### config.mk
export PLATFORM = sky130hd
export DESIGN_NAME = multi_phase_signal_ctrl
export DESIGN_NICKNAME = d
export VERILOG_FILES = /design/src/rtl/multi_phase_signal_ctrl.sv
export SDC_FILE = /design/constraint.sdc
export NUM_CORES = 1
export LEC_CHECK = 0
export CORE_MARGIN = 3
export CORE_UTILIZATION = 40
export CTS_BUF_LIST = sky130_fd_sc_hd__clkbuf_8 sky130_fd_sc_hd__clkbuf_16
export DETAILED_ROUTE_END_ITERATION = 6
export DONT_BUFFER_PORTS = 1
export PLACE_DENSITY_LB_ADDON = 0.25
export SLEW_MARGIN = 10
export SYNTH_ARGS = -nofsm -noshare
export SYNTH_HDL_FRONTEND = slang
export SYNTH_SLANG_ARGS = --single-unit
### constraint.sdc
create_clock -name clk -period 3.9 [get_ports clk]
set_input_delay 0.195 -clock clk [delete_from_list [all_inputs] [get_ports clk]]
set_output_delay 0.195 -clock clk [all_outputs]
set_load 0.05 [all_outputs]
### src/rtl/multi_phase_signal_ctrl.sv
`default_nettype none
// ============================================================================
// Module   : multi_phase_signal_ctrl
// Brief    : N-phase intersection signal controller. It latches demand per
//            phase and enforces minimum and maximum green times. Each green
//            is followed by a yellow stage and an all-red clearance stage.
//            Pending phases are served round-robin, and phase 0 is the rest
//            phase after reset.
//            Optional emergency preemption is built when the macro
//            SIGNAL_PREEMPT_EN is defined. It adds the ports preempt and
//            preempt_phase.
// Revision : 1.0 - initial release
// ============================================================================
module multi_phase_signal_ctrl #(
  parameter int NUM_PHASES  = 4,
  parameter int GREEN_MIN   = 5,
  parameter int GREEN_MAX   = 20,
  parameter int YELLOW_TIME = 4,
  parameter int ALLRED_TIME = 2,
  parameter int TW          = 8
) (
  input  logic                          clk,
  input  logic                          rst,
  input  logic [NUM_PHASES-1:0]         demand,
`ifdef SIGNAL_PREEMPT_EN
  input  logic                          preempt,
  input  logic [$clog2(NUM_PHASES)-1:0] preempt_phase,
`endif
  output logic [2*NUM_PHASES-1:0]       lights,
  output logic [$clog2(NUM_PHASES)-1:0] active_phase,
  output logic [1:0]                    stage,
  output logic [NUM_PHASES-1:0]         pending
);

  localparam int PW = $clog2(NUM_PHASES);

  // Last timer value of each timed stage
  localparam logic [TW-1:0] C_GMIN_LAST = TW'(GREEN_MIN - 1);
  localparam logic [TW-1:0] C_GMAX_LAST = TW'(GREEN_MAX - 1);
  localparam logic [TW-1:0] C_Y_LAST    = TW'(YELLOW_TIME - 1);
  localparam logic [TW-1:0] C_AR_LAST   = TW'(ALLRED_TIME - 1);

  typedef enum logic [1:0] {
    ST_GREEN  = 2'd0,
    ST_YELLOW = 2'd1,
    ST_ALLRED = 2'd2
  } stage_e;

  stage_e                  stage_q, stage_d;
  logic [PW-1:0]           phase_q, phase_d;
  logic [TW-1:0]           timer_q, timer_d;
  logic [NUM_PHASES-1:0]   pending_q, pending_d;

  logic [NUM_PHASES-1:0]   w_phase_onehot;
  logic [NUM_PHASES-1:0]   w_green_mask;
  logic                    w_other_pend;
  logic                    w_normal_exit;
  logic                    w_go_yellow;
  logic [PW-1:0]           w_rr_phase;
  logic                    w_rr_found;
  logic [PW-1:0]           w_next_phase;

  assign w_phase_onehot = {{(NUM_PHASES-1){1'b0}}, 1'b1} << phase_q;
  // The active phase does not latch its own demand while it is green
  assign w_green_mask   = (stage_q == ST_GREEN) ? w_phase_onehot : '0;
  assign w_other_pend   = |(pending_q & ~w_phase_onehot);
  assign w_normal_exit  = (timer_q >= C_GMIN_LAST) && w_other_pend &&
                          (!demand[phase_q] || (timer_q == C_GMAX_LAST));

`ifdef SIGNAL_PREEMPT_EN
  logic w_pre_valid;
  // An out-of-range preempt_phase is ignored entirely
  assign w_pre_valid  = preempt &&
                        ({1'b0, preempt_phase} < (PW+1)'(NUM_PHASES));
  assign w_go_yellow  = w_pre_valid ? (phase_q != preempt_phase) : w_normal_exit;
  assign w_next_phase = w_pre_valid ? preempt_phase : w_rr_phase;
`else
  assign w_go_yellow  = w_normal_exit;
  assign w_next_phase = w_rr_phase;
`endif

  // Round-robin search: first pending phase after the active one, else phase 0
  always_comb begin
    w_rr_found = 1'b0;
    w_rr_phase = '0;
    for (int k = 1; k <= NUM_PHASES; k++) begin
      if (!w_rr_found && pending_q[(int'(phase_q) + k) % NUM_PHASES]) begin
        w_rr_found = 1'b1;
        w_rr_phase = PW'((int'(phase_q) + k) % NUM_PHASES);
      end
    end
  end

  // Next-state logic for stage, phase, timer and the demand latch
  always_comb begin
    stage_d   = stage_q;
    phase_d   = phase_q;
    timer_d   = timer_q;
    pending_d = pending_q | (demand & ~w_green_mask);
    case (stage_q)
      ST_GREEN: begin
        if (w_go_yellow) begin
          stage_d = ST_YELLOW;
          timer_d = '0;
        end else if (timer_q != C_GMAX_LAST) begin
          timer_d = timer_q + 1'b1;
        end
      end
      ST_YELLOW: begin
        if (timer_q == C_Y_LAST) begin
          stage_d = ST_ALLRED;
          timer_d = '0;
        end else begin
          timer_d = timer_q + 1'b1;
        end
      end
      ST_ALLRED: begin
        if (timer_q == C_AR_LAST) begin
          stage_d = ST_GREEN;
          timer_d = '0;
          phase_d = w_next_phase;
          // Entering green services the request; this clear beats a new set
          pending_d[w_next_phase] = 1'b0;
        end else begin
          timer_d = timer_q + 1'b1;
        end
      end
      default: begin
        stage_d   = ST_GREEN;
        phase_d   = '0;
        timer_d   = '0;
        pending_d = '0;
      end
    endcase
  end

  // State register with synchronous reset to phase 0 green
  always_ff @(posedge clk) begin
    if (rst) begin
      stage_q   <= ST_GREEN;
      phase_q   <= '0;
      timer_q   <= '0;
      pending_q <= '0;
    end else begin
      stage_q   <= stage_d;
      phase_q   <= phase_d;
      timer_q   <= timer_d;
      pending_q <= pending_d;
    end
  end

  // Light decode: only the active phase can be non-RED, and none in all-red
  for (genvar i = 0; i < NUM_PHASES; i++) begin : g_lights
    assign lights[2*i+1:2*i] =
      (phase_q != PW'(i))        ? 2'b00 :
      (stage_q == ST_GREEN)      ? 2'b10 :
      (stage_q == ST_YELLOW)     ? 2'b01 : 2'b00;
  end

  assign active_phase = phase_q;
  assign stage        = stage_q;
  assign pending      = pending_q;

endmodule
`default_nettype wire
==> results_dict.tcl <==
set metrics [dict create \
    synth_area_leaders "dfxtp_1 (23%), nor2b_1 (8.2%), ha_1 (6.4%)" \
    avgSynthCellArea_um2 7.81 \
    hold_depth 1 \
    synth_compound_area_frac 0.250 \
    cts_hold_buf 0 \
    synth-adder-area-share 0.0641 \
    cp_slowest_cell "a2111oi_0" \
    synth_area_um2 1370 \
    synth-simple-area-share 0.285 \
    cp-start-kind "flop" \
    max_stage_delay_ns 0.59 \
    cts_buffers 3 \
    hold_viol 0 \
    slew_headroom 0.359 \
    yosys.area.top_type "dfxtp_1" \
    syn2layout_area_growth_pct 5.68 \
    grt-ovfl-total 0 \
    dr_total_vias 1257 \
    routed_wl_mm 3.22 \
    required_ns 4.06 \
    timing.hold.ws_ns 0.0199 \
    ys_warn_count 0 \
    hold_end "stage[1]" \
    place_congestion 0.872 \
    h-tree-depth 1 \
    grt_pass1_vias 1152 \
    wl_met3_um 202 \
    clock_latency_ns 0.24 \
    seqCellArea_um2 320 \
    fmax_ghz 0.359 \
    synth_cell_types 44 \
    postCtsSetupRepairBufs 0 \
    floorplan.rows 20 \
    top_layer "met4" \
    utilization 0.458 \
    cts_tree "done" \
    layout-drive-gt1-share 0.0824 \
    start_util 0.433 \
    yosys.area.top_type_share 0.234 \
    met2WireLength_mm 1.35 \
    critPathArrivalTime_ns 2.95 \
    ys_ff_latch 16 \
    die_area_um2 4150 \
    grt_usage 0.153 \
    rsz0062_at_grt "false" \
    grt_max_degree 24 \
    min-delay-path-class "input pin to flop" \
    grt_first_pass_wirelength_mm 5.28 \
    outcome "completed" \
    p_leak_uw 0.000506 \
    critPathKind "flop to flop" \
    pwr_density_cell_nw_per_um2 277 \
    dp_hpwl_mm 2.37 \
    worst_r2r_startpoint "active_phase[0]" \
    crit_fanout 23 \
    r2r_cells 8 \
    core_area_um2 3150 \
    min_from "rst" \
    antenna_found_initial 0 \
    io_pins 22 \
    clk_pin_slew_ns 0.06 \
    async_flop_share 0 \
    drt_iter0_drc 94 \
    wl_per_cell_um 15.1 \
    synth_top_family_by_area "simple AND/OR/NAND/NOR gates" \
    die_w_um 64.4 \
    period_needed_ns 2.79 \
    seq_area_frac_synth 0.234 \
    cts_resized 0 \
    antennaDiodeCount 0 \
    fill_cells 317 \
    timing.rr.end "pending[0]" \
    power_uw 400 \
    cp_num_buf_inv 2 \
    placement.io_buffers 0 \
    die_h_um 64.4 \
    remaining_drc_errors 0 \
    routed_via_density 5.87 \
    synth.area.mux_share 0.0769 \
    worst_slew_pin_slew_ns 0.960 \
    root_buffer "clkbuf_8" \
    maxSlewViolCount 0 \
    critPathTopFamily "compound AO/OA/AOI/OAI gates" \
    worstPathCellList "buf_4 > inv_1 > ha_1 > nor2b_1 > a2111oi_0 > o221ai_1 > a21o_1 > a31oi_1" \
    syn_nets 188 \
    tns_ns 0 \
    ys.flop_type "dfxtp_1" \
    clock_skew_ns 0.00247 \
    synth-edff-count 0 \
    fin_crit_sh 0.715 \
    max-vdd-ir-drop_mv 0.133 \
    setup_violations 0 \
    final_nets 185 \
    final_antenna_net_count 0 \
    multiInputGateArea_um2 967 \
    clockBufferDepth 2 \
    crit_path_end_kind "flop" \
    cts.sinks 16 \
    maxCapViolCount 0 \
    synthCells 175 \
    ff2ff_setup_slack_ns 1.11 \
    wl_met1_mm 1.65 \
    synthXorXnorAreaFrac 0.0321 \
    dr.pass1.iters 4 \
]
[worst reg2reg max path: stages (launching register included)]
cell and delay [ns]:
dfxtp_1 0.31, buf_4 0.32, inv_1 0.12, ha_1 0.48, nor2b_1 0.20, a2111oi_0 0.59, o221ai_1 0.27, a21o_1 0.26
a31oi_1 0.17
[per-stage QoR]
step	std cells	setup slack [ns]	cell area [um^2]
after global routing	214	0.924	1440
after global placement	211	1.25	1400
after CTS	214	1.14	1440
after floorplan	175	0.683	1370
final	214	1.11	1440
after detailed placement	211	1.18	1400
[synthesized netlist by cell type (3+ instances only)]
cell type,n
nor2b_1,18
dfxtp_1,16
mux2i_1,6
a21oi_1,8
clkbuf_1,10
o221ai_1,4
ha_1,7
nand2_1,10
nand3_1,3
a21o_1,4
and2_1,5
nor3_1,4
and3_1,4
o21ai_0,8
a2111oi_0,3
xnor2_1,3
nor2_1,13
inv_1,10
a31oi_1,3
[logic make-up after synthesis]
logic type / after synthesis
simple gates: 70
mux: 9
compound gates: 47
buf+inv: 21
xor+xnor: 5
flops: 16
fa+ha+maj: 7
[sequential cells by signal, summed over array words and instances (netlist names)]
register	flops
timer_q	8
active_phase	2
stage	2
pending	4
[worst max-delay path by stage]
stage                     from  depth (start not counted)  slack [ns]    endpoint
2_1_floorplan  active_phase[0]                         10        0.68  pending[0]
3_3_place_gp   active_phase[0]                          8        1.25  pending[3]
3_5_place_dp   active_phase[0]                          8        1.18  pending[0]
4_1_cts        active_phase[0]                          8        1.14  pending[0]
5_1_grt        active_phase[0]                          8        0.92  pending[0]
6_report       active_phase[0]                          8        1.11  pending[0]
[layout by cell type, fill, tap and decap left out, types with 4 or more instances in the layout]
cell type / n
inv_1: 10
ha_1: 7
a21o_1: 4
a21oi_1: 8
o221ai_1: 4
mux2i_1: 6
nor2b_1: 18
nand2_1: 10
o21ai_0: 8
and2_1: 5
and3_1: 4
nor2_1: 13
nor3_1: 4
dfxtp_1: 16
[per-layer routing]
layer  up-vias  GRT usage
met5         -          0
met4         0     0.0264
met3         2     0.0225
met2        50      0.235
met1       575      0.230
li1        630          -
[cell type report]
cell class / count / share of cell area
multi-input combinational: 138 / 0.670
sequential: 16 / 0.222
tap: 44 / 0.0381
clock buffer: 3 / 0.0286
inverter: 10 / 0.0260
timing repair buffer: 3 / 0.0156
[power by group]
part / internal, uW / total (uW) / switching [uW]
Combinational: 33.2 / 79.3 / 46.1
Sequential: 172 / 203 / 30.5
Clock: 68.2 / 118 / 50.0
Total: 273 / 400 / 127
Note: power is estimated with default switching activity, not from simulation.
